===== src/rtl/bounds_region_tracker_if.sv =====
// bounds_region_tracker_if: table-write, sample and result signals of bounds_region_tracker.
interface bounds_region_tracker_if #(
    parameter int NREG  = 4,
    parameter int IDX_W = 2,
    parameter int XW    = 11,
    parameter int YW    = 10
);
    logic             cfg_we;
    logic [IDX_W-1:0] cfg_idx;
    logic [XW-1:0]    cfg_left;
    logic [XW-1:0]    cfg_right;
    logic [YW-1:0]    cfg_top;
    logic [YW-1:0]    cfg_bottom;
    logic             cfg_en;
    logic             in_valid;
    logic [XW-1:0]    check_x;
    logic [YW-1:0]    check_y;
    logic             out_valid;
    logic [NREG-1:0]  hit_mask;
    logic             any_hit;
    logic [IDX_W-1:0] hit_idx;
    logic [NREG-1:0]  held_mask;
    logic [NREG-1:0]  enter_pulse;
    logic [NREG-1:0]  exit_pulse;
    modport master (
        output cfg_we, cfg_idx, cfg_left, cfg_right, cfg_top, cfg_bottom, cfg_en,
        output in_valid, check_x, check_y,
        input  out_valid, hit_mask, any_hit, hit_idx, held_mask, enter_pulse, exit_pulse
    );
    modport slave (
        input  cfg_we, cfg_idx, cfg_left, cfg_right, cfg_top, cfg_bottom, cfg_en,
        input  in_valid, check_x, check_y,
        output out_valid, hit_mask, any_hit, hit_idx, held_mask, enter_pulse, exit_pulse
    );
endinterface


===== src/rtl/bounds_region_tracker.sv =====
// bounds_region_tracker: tests (x,y) samples against NREG loadable rectangles in a 2-stage pipeline.
// Define BOUNDS_DEBOUNCE_EN to build HOLD-sample debounce counters; otherwise held follows each hit.
module bounds_region_tracker #(
    parameter int NREG  = 4,
    parameter int IDX_W = 2,
    parameter int XW    = 11,
    parameter int YW    = 10,
    parameter int HOLD  = 8
) (
    input logic clk_i,
    input logic reset_i,
    bounds_region_tracker_if.slave bus
);
    if (HOLD < 1 || HOLD > 15 || NREG != (1 << IDX_W)) begin : g_bad_params
        $error("bounds_region_tracker: illegal HOLD/NREG/IDX_W");
    end

    logic [XW-1:0]    left_q   [NREG];
    logic [XW-1:0]    right_q  [NREG];
    logic [YW-1:0]    top_q    [NREG];
    logic [YW-1:0]    bottom_q [NREG];
    logic [NREG-1:0]  en_q, hit1_q, hit_mask_q, held_q, enter_q, exit_q;
    logic [NREG-1:0]  hit_d, wr_sel, held_d, enter_d, exit_d;
    logic             v1_q, out_valid_q, any_hit_q;
    logic [IDX_W-1:0] hit_idx_q, hit_idx_d;

    always_comb begin
        hit_idx_d = '0;
        for (int i = 0; i < NREG; i++) begin
            hit_d[i]  = en_q[i] && bus.check_x >= left_q[i] && bus.check_x <= right_q[i]
                        && bus.check_y >= top_q[i] && bus.check_y <= bottom_q[i];
            wr_sel[i] = bus.cfg_we && bus.cfg_idx == IDX_W'(i);
        end
        for (int i = NREG - 1; i >= 0; i--)
            hit_idx_d = hit1_q[i] ? IDX_W'(i) : hit_idx_d;
    end

`ifdef BOUNDS_DEBOUNCE_EN
    logic [3:0] cnt_q [NREG];
    logic [3:0] cnt_d [NREG];
    logic [3:0] nxt   [NREG];

    // A table write to a region overrides any in-flight stage-2 update for it.
    always_comb begin
        for (int i = 0; i < NREG; i++) begin
            nxt[i]     = cnt_q[i] + 4'd1;
            cnt_d[i]   = cnt_q[i];
            held_d[i]  = held_q[i];
            enter_d[i] = 1'b0;
            exit_d[i]  = 1'b0;
            if (wr_sel[i]) begin
                cnt_d[i]  = '0;
                held_d[i] = 1'b0;
            end else if (v1_q) begin
                if (hit1_q[i] == held_q[i]) begin
                    cnt_d[i] = '0;
                end else if (nxt[i] == 4'(HOLD)) begin
                    cnt_d[i]   = '0;
                    held_d[i]  = ~held_q[i];
                    enter_d[i] = hit1_q[i];
                    exit_d[i]  = ~hit1_q[i];
                end else begin
                    cnt_d[i] = nxt[i];
                end
            end
        end
    end

    always_ff @(posedge clk_i or posedge reset_i) begin
        if (reset_i)
            for (int i = 0; i < NREG; i++) cnt_q[i] <= '0;
        else
            for (int i = 0; i < NREG; i++) cnt_q[i] <= cnt_d[i];
    end
`else
    always_comb begin
        for (int i = 0; i < NREG; i++) begin
            held_d[i]  = wr_sel[i] ? 1'b0 : v1_q ? hit1_q[i] : held_q[i];
            enter_d[i] = !wr_sel[i] && v1_q && hit1_q[i] && !held_q[i];
            exit_d[i]  = !wr_sel[i] && v1_q && !hit1_q[i] && held_q[i];
        end
    end
`endif

    always_ff @(posedge clk_i or posedge reset_i) begin
        if (reset_i) begin
            for (int i = 0; i < NREG; i++) begin
                left_q[i]   <= '0;
                right_q[i]  <= '0;
                top_q[i]    <= '0;
                bottom_q[i] <= '0;
            end
            en_q        <= '0;
            v1_q        <= 1'b0;
            hit1_q      <= '0;
            out_valid_q <= 1'b0;
            hit_mask_q  <= '0;
            any_hit_q   <= 1'b0;
            hit_idx_q   <= '0;
            held_q      <= '0;
            enter_q     <= '0;
            exit_q      <= '0;
        end else begin
            if (bus.cfg_we) begin
                left_q[bus.cfg_idx]   <= bus.cfg_left;
                right_q[bus.cfg_idx]  <= bus.cfg_right;
                top_q[bus.cfg_idx]    <= bus.cfg_top;
                bottom_q[bus.cfg_idx] <= bus.cfg_bottom;
                en_q[bus.cfg_idx]     <= bus.cfg_en;
            end
            v1_q        <= bus.in_valid;
            hit1_q      <= hit_d;
            out_valid_q <= v1_q;
            if (v1_q) begin
                hit_mask_q <= hit1_q;
                any_hit_q  <= |hit1_q;
                hit_idx_q  <= hit_idx_d;
            end
            held_q  <= held_d;
            enter_q <= enter_d;
            exit_q  <= exit_d;
        end
    end

    assign bus.out_valid   = out_valid_q;
    assign bus.hit_mask    = hit_mask_q;
    assign bus.any_hit     = any_hit_q;
    assign bus.hit_idx     = hit_idx_q;
    assign bus.held_mask   = held_q;
    assign bus.enter_pulse = enter_q;
    assign bus.exit_pulse  = exit_q;
endmodule

===== src/flat_wrapper.sv =====
// flat-port wrapper written by rule: the top's interface ports become plain ports
module bounds_region_tracker_flat 
#(
    parameter int NREG  = 4,
    parameter int IDX_W = 2,
    parameter int XW    = 11,
    parameter int YW    = 10,
    parameter int HOLD  = 8
)
  (clk_i, reset_i, bus_cfg_we, bus_cfg_idx, bus_cfg_left, bus_cfg_right, bus_cfg_top, bus_cfg_bottom, bus_cfg_en, bus_in_valid, bus_check_x, bus_check_y, bus_out_valid, bus_hit_mask, bus_any_hit, bus_hit_idx, bus_held_mask, bus_enter_pulse, bus_exit_pulse);
  bounds_region_tracker_if #(.NREG(NREG), .IDX_W(IDX_W), .XW(XW), .YW(YW)) bus_i ();
  input logic clk_i;
  input logic reset_i;
  input wire logic [$bits(bus_i.cfg_we)-1:0] bus_cfg_we;
  input wire logic [$bits(bus_i.cfg_idx)-1:0] bus_cfg_idx;
  input wire logic [$bits(bus_i.cfg_left)-1:0] bus_cfg_left;
  input wire logic [$bits(bus_i.cfg_right)-1:0] bus_cfg_right;
  input wire logic [$bits(bus_i.cfg_top)-1:0] bus_cfg_top;
  input wire logic [$bits(bus_i.cfg_bottom)-1:0] bus_cfg_bottom;
  input wire logic [$bits(bus_i.cfg_en)-1:0] bus_cfg_en;
  input wire logic [$bits(bus_i.in_valid)-1:0] bus_in_valid;
  input wire logic [$bits(bus_i.check_x)-1:0] bus_check_x;
  input wire logic [$bits(bus_i.check_y)-1:0] bus_check_y;
  output wire logic [$bits(bus_i.out_valid)-1:0] bus_out_valid;
  output wire logic [$bits(bus_i.hit_mask)-1:0] bus_hit_mask;
  output wire logic [$bits(bus_i.any_hit)-1:0] bus_any_hit;
  output wire logic [$bits(bus_i.hit_idx)-1:0] bus_hit_idx;
  output wire logic [$bits(bus_i.held_mask)-1:0] bus_held_mask;
  output wire logic [$bits(bus_i.enter_pulse)-1:0] bus_enter_pulse;
  output wire logic [$bits(bus_i.exit_pulse)-1:0] bus_exit_pulse;
  assign bus_i.cfg_we = bus_cfg_we;
  assign bus_i.cfg_idx = bus_cfg_idx;
  assign bus_i.cfg_left = bus_cfg_left;
  assign bus_i.cfg_right = bus_cfg_right;
  assign bus_i.cfg_top = bus_cfg_top;
  assign bus_i.cfg_bottom = bus_cfg_bottom;
  assign bus_i.cfg_en = bus_cfg_en;
  assign bus_i.in_valid = bus_in_valid;
  assign bus_i.check_x = bus_check_x;
  assign bus_i.check_y = bus_check_y;
  assign bus_out_valid = bus_i.out_valid;
  assign bus_hit_mask = bus_i.hit_mask;
  assign bus_any_hit = bus_i.any_hit;
  assign bus_hit_idx = bus_i.hit_idx;
  assign bus_held_mask = bus_i.held_mask;
  assign bus_enter_pulse = bus_i.enter_pulse;
  assign bus_exit_pulse = bus_i.exit_pulse;
  bounds_region_tracker #(.NREG(NREG), .IDX_W(IDX_W), .XW(XW), .YW(YW), .HOLD(HOLD)) u_core (.clk_i(clk_i), .reset_i(reset_i), .bus(bus_i));
endmodule

===== config.mk =====
export PLATFORM = sky130hd
export DESIGN_NAME = bounds_region_tracker_flat
export DESIGN_NICKNAME = d
export VERILOG_FILES = /design/src/rtl/bounds_region_tracker_if.sv /design/src/rtl/bounds_region_tracker.sv /design/src/flat_wrapper.sv
export SDC_FILE = /design/constraint.sdc
export NUM_CORES = 1
export LEC_CHECK = 0
export CORE_ASPECT_RATIO = 0.75
export CORE_MARGIN = 4
export CORE_UTILIZATION = 37
export CTS_CLUSTER_DIAMETER = 120
export DETAILED_ROUTE_END_ITERATION = 8
export PLACE_DENSITY_LB_ADDON = 0.12
export SLEW_MARGIN = 20
export SYNTH_ARGS = -nofsm -noshare
export SYNTH_HDL_FRONTEND = slang
export SYNTH_SLANG_ARGS = --single-unit

===== constraint.sdc =====
create_clock -name clk_i -period 6.69 [get_ports clk_i]
set_input_delay 1.338 -clock clk_i [delete_from_list [all_inputs] [get_ports clk_i]]
set_output_delay 1.338 -clock clk_i [all_outputs]
set_load 0.01 [all_outputs]

==> impl_metrics.toml, run 1 <==
[detailed_routing]
drt-pass1-iter-count = 5
wire_per_inst_microns = 17.6
drtIter0Drc = 426
num_vias = 8024
ant_nets = 0
avgViaCountPerCell = 4.93
drcViolationCount = 0
drt_wl_total_microns = 28600

[cts]
cts_tree = "built"
numCtsBuffers = 17
cts_num_sinks = 197
clock_latency_ps = 440
cts_buffer_depth = 2
post_cts_buffers = 0
clk_pin_slew_ps = 70
htree_num_levels = 4
cts_resized = 0
cts_root_buf = "clkbuf_16"
cts_hold_buf = 0

[setup_path]
rr_startpoint = "u_core.right_q[2]$_DFFE_PP0P_"
slowest_delay_ps = 660
cp_max_fo = 8
slowest_stage = "clkdlybuf4s50_1"
end_kind = "flip-flop"
r2r_cells = 8
cp_common_cell = "a21oi_1"
path_cells = "clkdlybuf4s50_1 > ha_1 > a21oi_1 > a21oi_1 > a2111oi_1 > o21ai_1 > o31ai_1 > and4b_1"
ff2ff_setup_slack_ps = 4680
crit_arrival_ps = 3710
r2r-end = "u_core.hit1_q[3]$_DFF_PP0_"
start_kind = "input port"
crit_required_ps = 7050
critPathKind = "input port to flip-flop"

[grt]
grt_pass1_vias = 7929
use_met1_pct = 28.0
track_usage_pct = 17.8
grt_pass1_wl_microns = 46000
top_usage_layer = "met1"
met2_usage_pct = 26.3
grt_start_max_net_pins = 157
gr-usage-met3_pct = 2.97
overflow = 0
antenna_found_initial = 1

[sta]
setup_viol = 0
slew_violations = 0
worst_slack_ps = 3350
skew_ps = 13.3
fmax_ghz = 0.299
hold_viol_final = 0
max-slew-margin-rel_pct = 28.6
tns_ps = 0
grt_setup_unrepaired = "false"
tightestPinTransition_ps = 1070
fin_crit_sh_pct = 50.0
period_needed_ps = 3340

[floorplanning]
die_y_microns = 158
rows = 54
coreArea_sq_um = 29300
io_pins = 90
initial_utilization_pct = 37.8
die_area_sq_um = 32800
chipWidth_microns = 208

[synthesis]
syn_area_per_cell_sq_um = 9.71
yosys-top-cells-area = "dfrtp_1 (44%), ha_1 (19%), o21ai_1 (5.8%)"
ys_seq_elements = 197
syn_nets = 1379
synth_edf_count = 0
seq_area_frac_synth_pct = 44.5
ys.flop_type = "dfrtp_1"
netlist.area_leader.share_pct = 44.5
post_synth_num_cell_types = 47
syn_inst = 1141
syn_area_sq_um = 11100
async_flop_share_pct = 100
yosys_warnings = 0
yosysTopAreaCell = "dfrtp_1"

[final_layout]
layout_commonest_cell = "dfrtp_1"
final_cell_mix = "dfrtp_1 (197), nand2_1 (170), ha_1 (168)"
syn_to_final_growth_pct = 17.5
fillers = 2863
layout.nets = 1459
regArea_sq_um = 4930
multi_input_area_sq_um = 5390
antenna_cells = 0
drive_gt1_share_pct = 3.81

[place]
hpwlAfterDp_microns = 20500
port_buffers = 89
gp_congestion = 0.809
dpl_worst_slack_ps = 2850

[pwr]
combPwrFrac_pct = 24.6
vdd_drop_max_v = 0.000181
p_clk_share_pct = 32.5
leakage_nw = 6.14
power_switching_w = 0.00102
intPower_w = 0.00236
pwr-share-seq_pct = 43.0
powerDensity_nw_per_um2 = 259
switching_share_pct = 30.2

[run]
drv_cap = 0

[status]
outcome = "complete, no violations"

[worst_hold_path]
hold_path_class = "flip-flop to flip-flop"
hold_path.startpoint = "u_core.top_q[10]$_DFFE_PP0P_"
min_path_cells = 2
whs_endpoint = "u_core.top_q[10]$_DFFE_PP0P_"
[critical path, delay by kind of cell]
kind	cells	cell delay [ps]
and+or+nand+nor	1	240
buffers and inverters	1	660
adders and majority gates	1	480
AOI/OAI and AO/OA	5	980
[metal layers]
| layer | part of all wire (%) | vias up |
|---|---|---|
| met4 | 0.36 | 0 |
| met3 | 3.5 | 6 |
| met1 | 55 | 3818 |
| li1 | - | 4080 |
| met2 | 41 | 120 |
| met5 | 0 | - |
[flip-flops by register name, indices dropped and copies added (netlist names)]
signal and count:
u_core.left_q 44, u_core.top_q 40, u_core.bus.enter_pulse 4, u_core.bus.held_mask 4
u_core.bus.hit_mask 4, u_core.bus.out_valid 1, u_core.right_q 44, u_core.hit1_q 4
u_core.v1_q 1, u_core.bus.exit_pulse 4, u_core.bottom_q 40, u_core.en_q 4
u_core.bus.hit_idx 2, u_core.bus.any_hit 1
[power groups by stage]
stage	Combinational, W	Clock, W	Sequential [W]
after floorplan	0.000566	0	0.00145
after global placement	0.000821	0	0.00147
after detailed placement	0.000839	0	0.00147
after CTS	0.000844	0.00112	0.00145
after global routing	0.000973	0.00117	0.00147
final	0.000830	0.00110	0.00145
[synthesized netlist by cell type, types with 2 or more instances]
master and instances:
dfrtp_1 197, nand2_1 170, ha_1 168, inv_1 161, o21ai_1 129, mux2_1 48
a21oi_1 46, nor2_1 26, nand4_1 25, buf_2 21, o21ai_0 19, a211oi_1 11
a21o_1 11, nand2b_1 11, nor3_1 10, nand3_1 9, nor2b_1 9, clkbuf_1 8
a31oi_1 6, buf_4 5, nand3b_1 4, o21a_1 4, a2111oi_0 3, and3_1 3
nor3b_1 3, a2111oi_2 2, a211o_1 2, and4_1 2, mux2_2 2, nand4b_1 2
nor3b_2 2, nor4bb_1 2, o211ai_1 2, o21bai_1 2, o22ai_1 2, o31ai_1 2
or2_1 2
[worst max-delay path by stage]
stage                         startpoint                              to  slack, ps  cells after the start
after floorplan                  reset_i  u_core.bottom_q[0]$_DFFE_PP0P_       2810                      1
after global placement    bus_check_x[6]      u_core.hit1_q[3]$_DFF_PP0_       2860                      8
after detailed placement  bus_check_x[6]      u_core.hit1_q[3]$_DFF_PP0_       2850                      8
after CTS                 bus_check_x[6]      u_core.hit1_q[3]$_DFF_PP0_       3300                      8
after global routing      bus_check_x[6]      u_core.hit1_q[3]$_DFF_PP0_       3190                      8
final                     bus_check_x[2]      u_core.hit1_q[3]$_DFF_PP0_       3350                      8
[area by class of cell]
| type | instances | area share [%] |
|---|---|---|
| clock buffers | 21 | 3.61 |
| clock inverters | 11 | 1.14 |
| inverters | 161 | 4.67 |
| multi-input cells | 749 | 41.4 |
| flip-flops and latches | 197 | 37.9 |
| well taps | 392 | 3.77 |
| repair buffers | 95 | 7.53 |
[cell families after synthesis]
logic type,Yosys count,synth area share [%]
AND/OR/NAND/NOR,282,11.7
AO/OA/AOI/OAI,249,12.7
buffers and inverters,195,7.01
adder cells (fa/ha/maj),168,19.0
flip-flops,197,44.5
multiplexers,50,5.08
[per-stage QoR]
stage	cell area (sq um)	total power [W]	utilization, %	hold WS, ps	std cells
final	13000	0.00338	44.4	486	1626
after global routing	13000	0.00361	44.4	500	1626
after CTS	13000	0.00342	44.3	488	1625
after detailed placement	12400	0.00231	42.2	471	1593
after global placement	12400	0.00229	42.2	472	1593
after floorplan	11100	0.00202	-	383	1141
Power figures use the tool's default switching activity.
==> run 2: changes to the inputs <==
==> constraint.sdc (replaced) <==
create_clock -name clk_i -period 2.7 [get_ports clk_i]
set_input_delay 0.54 -clock clk_i [delete_from_list [all_inputs] [get_ports clk_i]]
set_output_delay 0.54 -clock clk_i [all_outputs]
set_load 0.01 [all_outputs]
==> run 2 against run 1 <==
Effect of this change:
- die area is the same
- clock power grew 140%
- sequential cell count unchanged
- first-iteration DRC count down 17%
- count of clock-buffer cells in the layout fell by 3
- sequential share of layout area is 1.0 points lower
- cell count up 2.5%
- final area is 2.8% higher
- global-route usage is 0.30 points lower
- utilization grew 1.3 points
- critical endpoint is now u_core.hit1_q[0]$_DFF_PP0_
- highest routed layer unchanged
==> impl_metrics.toml, run 2 (same netlist as run 1, synthesis figures left out) <==
[setup_path]
end_kind = "flip-flop"
r2r_cells = 7
crit_required_ps = 3010
crit_arrival_ps = 2790
crit_family = "buffers and inverters"
slowest_delay_ps = 540
cp_max_fo = 5
path_buf_inv = 2
rr_startpoint = "u_core.left_q[33]$_DFFE_PP0P_"
ff2ff_setup_slack_ps = 640
path_cells = "clkdlybuf4s50_1 > buf_4 > ha_1 > nand4_1 > nor2_1 > o21ai_1 > nand4b_1 > o21ai_0 > nor4b_1"
critPathKind = "input port to flip-flop"
r2r-end = "u_core.hit1_q[0]$_DFF_PP0_"
start_kind = "input port"
slowest_stage = "clkdlybuf4s50_1"

[sta]
holdWs_ps = 445
period_needed_ps = 2480
setup_viol = 0
fin_crit_sh_pct = 91.8
max-slew-margin-rel_pct = 56.9
slew_violations = 0
hold_viol_final = 0
tightestPinTransition_ps = 646
skew_ps = 14.8
fmax_ghz = 0.403
grt_setup_unrepaired = "false"

[detailed_routing]
num_vias = 8123
avgViaCountPerCell = 4.88
drt-pass1-iter-count = 5
ant_nets = 0
drcViolationCount = 0
wire_per_inst_microns = 16.9
drtIter0Drc = 352
drt_wl_total_microns = 28200

[floorplanning]
io_pins = 90
die_y_microns = 158
chipWidth_microns = 208
die_area_sq_um = 32800
coreArea_sq_um = 29300
initial_utilization_pct = 37.8
rows = 54

[final_layout]
drive_gt1_share_pct = 6.83
layout_commonest_cell = "dfrtp_1"
antenna_cells = 0
reg.largest.list = "u_core.left_q x44, u_core.right_q x44"
layout.nets = 1499
multi_input_area_sq_um = 5390
fin_cells = 1666
fin_util_pct = 45.6
regArea_sq_um = 4930
final_cell_mix = "dfrtp_1 (197), nand2_1 (170), ha_1 (168)"
syn_to_final_growth_pct = 20.8
finalInstanceArea_sq_um = 13400
fillers = 2878

[grt]
grt_pass1_wl_microns = 45000
antenna_found_initial = 0
track_usage_pct = 17.5
grt_pass1_vias = 7857
overflow = 0
grt_start_max_net_pins = 84

[place]
gp_congestion = 0.787
hpwlAfterDp_microns = 21100
dpl.cell_count = 1634
place_area_sq_um = 12800
port_buffers = 89

[worst_hold_path]
hold_path_class = "input port to asynchronous set/reset pin"

[pwr]
totalPowerFinal_w = 0.00832
leakage_nw = 6.35
vdd_drop_max_v = 0.000406
powerDensity_nw_per_um2 = 621

[cts]
htree_num_levels = 4
cts_root_buf = "clkbuf_16"
cts_tree = "built"
clk_pin_slew_ps = 70
post_cts_buffers = 0
cts_resized = 0
cts_hold_buf = 0
numCtsBuffers = 17
cts_buffer_depth = 2
cts_num_sinks = 197
clock_latency_ps = 450

[run]
drv_cap = 0

[status]
outcome = "complete, no violations"
## run 2: changes by cell type in the layout (fill, tap and decap cells not counted), sizes merged
cell and change:
buf +40, clkbuf -3, inv +3, bufinv -1, clkinvlp +1
## run 2: layout make-up
cell class                      count  share of cell area, %
Clock buffer                       18                   3.21
Clock inverter                     14                   1.13
Inverter                          161                   4.54
Multi-Input combinational cell    749                   40.3
Sequential cell                   197                   36.8
Tap cell                          392                   3.66
Timing Repair Buffer              135                   10.4
## run 2: how the worst max path moves through the flow
stage / depth (start not counted) / startpoint / to / slack [ps]
after floorplan: 1 / reset_i / u_core.bottom_q[0]$_DFFE_PP0P_ / -390
after global placement: 9 / bus_check_x[2] / u_core.hit1_q[2]$_DFF_PP0_ / -210
after detailed placement: 9 / bus_check_y[9] / u_core.hit1_q[0]$_DFF_PP0_ / -250
after CTS: 9 / bus_check_y[9] / u_core.hit1_q[0]$_DFF_PP0_ / 200
after global routing: 9 / bus_check_y[9] / u_core.hit1_q[0]$_DFF_PP0_ / 60
final: 9 / bus_check_y[9] / u_core.hit1_q[0]$_DFF_PP0_ / 220
## run 2: metal layers
layer	vias to the layer above	GRT usage, %	share of wire [%]
met2	98	25.8	41
met1	3859	27.2	55
met4	0	3.31	0.66
met3	13	2.95	2.8
li1	4153	-	-
met5	-	0	0
## run 2: power by group
part / switching [W] / internal [W] / leakage (nW)
clock network: 0.00121 / 0.00138 / 0.275
registers: 0.000180 / 0.00341 / 2.44
logic: 0.00118 / 0.000962 / 3.64
## run 2: stage by stage
step	setup WS, ps	TNS (ps)
after floorplan	-386	-76120
final	221	0
after CTS	195	0
after global placement	-211	-435
after global routing	57.0	0
after detailed placement	-250	-508
==> run 3: changes to the inputs <==
--- a/config.mk
+++ b/config.mk
@@ -8,6 +8,7 @@
 export CORE_ASPECT_RATIO = 0.75
 export CORE_MARGIN = 4
 export CORE_UTILIZATION = 37
+export CTS_BUF_LIST = sky130_fd_sc_hd__clkbuf_16
 export CTS_CLUSTER_DIAMETER = 120
 export DETAILED_ROUTE_END_ITERATION = 8
 export PLACE_DENSITY_LB_ADDON = 0.12
==> run 3 against run 2 <==
Effect of this change:
- sequential power is essentially flat
- via count is essentially flat
- count of clock-buffer cells in the layout fell by 1
- die area stayed put
- sequential share of layout area did not move
- sequential cell count unchanged
- non-clock buffer count unchanged
- critical path depth unchanged
- clock skew about the same
- wire length about the same
- first-iteration DRC count shrank 0.28%
- largest power group unchanged
==> impl_metrics.toml, run 3 (same netlist as run 1, synthesis figures left out) <==
[status]
outcome = "complete, no violations"

[cts]
cts_num_sinks = 197
cts_resized = 0
clock_latency_ps = 440
cts_root_buf = "clkbuf_16"
cts_buffer_depth = 2
cts_hold_buf = 0
htree_num_levels = 4
cts_tree = "built"
post_cts_buffers = 0
clk_pin_slew_ps = 70
numCtsBuffers = 17

[setup_path]
start_kind = "input port"
slowest_stage = "clkdlybuf4s50_1"
end_kind = "flip-flop"
slowest_delay_ps = 540
path_cells = "clkdlybuf4s50_1 > buf_4 > ha_1 > nand4_1 > nor2_1 > o21ai_1 > nand4b_1 > o21ai_0 > nor4b_1"
critPathKind = "input port to flip-flop"
crit_family = "buffers and inverters"
crit_required_ps = 3010
crit_arrival_ps = 2790
cp_max_fo = 5
path_buf_inv = 2

[detailed_routing]
drt-pass1-iter-count = 5
wire_per_inst_microns = 16.9
drtIter0Drc = 351
ant_nets = 0
drcViolationCount = 0
avgViaCountPerCell = 4.87
drt_wl_total_microns = 28200
num_vias = 8121

[grt]
track_usage_pct = 17.5
grt_start_max_net_pins = 84
grt_pass1_wl_microns = 45000
grt_pass1_vias = 7857
antenna_found_initial = 0
overflow = 0

[final_layout]
fin_cells = 1666
layout_commonest_cell = "dfrtp_1"
regArea_sq_um = 4930
antenna_cells = 0
final_cell_mix = "dfrtp_1 (197), nand2_1 (170), ha_1 (168)"
syn_to_final_growth_pct = 20.8
fillers = 2878
drive_gt1_share_pct = 6.83
finalInstanceArea_sq_um = 13400
multi_input_area_sq_um = 5390
reg.largest.list = "u_core.left_q x44, u_core.right_q x44"
layout.nets = 1499

[place]
place_area_sq_um = 12800
gp_congestion = 0.787
dpl.cell_count = 1634
port_buffers = 89
hpwlAfterDp_microns = 21100

[floorplanning]
coreArea_sq_um = 29300
die_area_sq_um = 32800
chipWidth_microns = 208
die_y_microns = 158
rows = 54
io_pins = 90
initial_utilization_pct = 37.8

[pwr]
powerDensity_nw_per_um2 = 621
totalPowerFinal_w = 0.00831
vdd_drop_max_v = 0.000404
leakage_nw = 6.36

[sta]
setup_viol = 0
max-slew-margin-rel_pct = 56.8
holdWs_ps = 447
slew_violations = 0
grt_setup_unrepaired = "false"
hold_viol_final = 0
period_needed_ps = 2480
tightestPinTransition_ps = 647
fin_crit_sh_pct = 91.9
fmax_ghz = 0.403
skew_ps = 14.8

[worst_hold_path]
hold_path_class = "input port to asynchronous set/reset pin"

[run]
drv_cap = 0
[run 3: cell types whose count changed in the layout (fill, tap and decap cells not counted), sizes merged]
cell    change
clkbuf      -1
inv         +1
[run 3: area by class of cell]
cell class                      count  area share, %
Clock inverter                     15           1.16
Sequential cell                   197           36.8
Timing Repair Buffer              135           10.4
Multi-Input combinational cell    749           40.3
Inverter                          161           4.54
Clock buffer                       17           3.18
Tap cell                          392           3.66
[run 3: path summary, 6_finish.rpt]
kind                                                     from                            to  slack [ps]  cells after the start
max in group asynchronous                             reset_i  u_core.left_q[0]$_DFFE_PP0P_        1480                      3
worst min register to register   u_core.left_q[0]$_DFFE_PP0P_  u_core.left_q[0]$_DFFE_PP0P_         480                      2
worst max register to register  u_core.left_q[33]$_DFFE_PP0P_    u_core.hit1_q[0]$_DFF_PP0_         650                      7
worst min-delay path                                  reset_i  u_core.top_q[21]$_DFFE_PP0P_         450                      2
min in group clk_i               u_core.left_q[0]$_DFFE_PP0P_  u_core.left_q[0]$_DFFE_PP0P_         480                      2
worst max-delay path                           bus_check_y[9]    u_core.hit1_q[0]$_DFF_PP0_         220                      9
[run 3: worst reg2reg max path, delay by kind of cell (launching register included)]
kind | cells | cell delay, ps
AOI/OAI and AO/OA | 4 | 990
DFF | 1 | 390
adders and majority gates | 1 | 270
and+or+nand+nor | 2 | 270
[run 3: power breakdown]
group	switching, W	leakage [nW]	internal (W)
logic	0.00118	3.64	0.000962
clock network	0.00121	0.279	0.00137
registers	0.000180	2.44	0.00341
total	0.00257	6.36	0.00575
[run 3: stage by stage]
step	utilization, %	worst slack [ps]	TNS [ps]
finish	45.6	220	0
detailed placement	43.7	-250	-508
global placement	43.7	-211	-435
CTS	45.6	195	0
global route	45.6	57.0	0
floorplan	-	-386	-76120
[run 3: per-layer routing]
metal | GRT usage (%) | vias to the layer above | wire, microns
li1 | - | 4155 | -
met1 | 27.2 | 3849 | 15600
met2 | 25.8 | 104 | 11600
met3 | 2.95 | 13 | 802
met4 | 3.31 | 0 | 187
met5 | 0 | - | 0
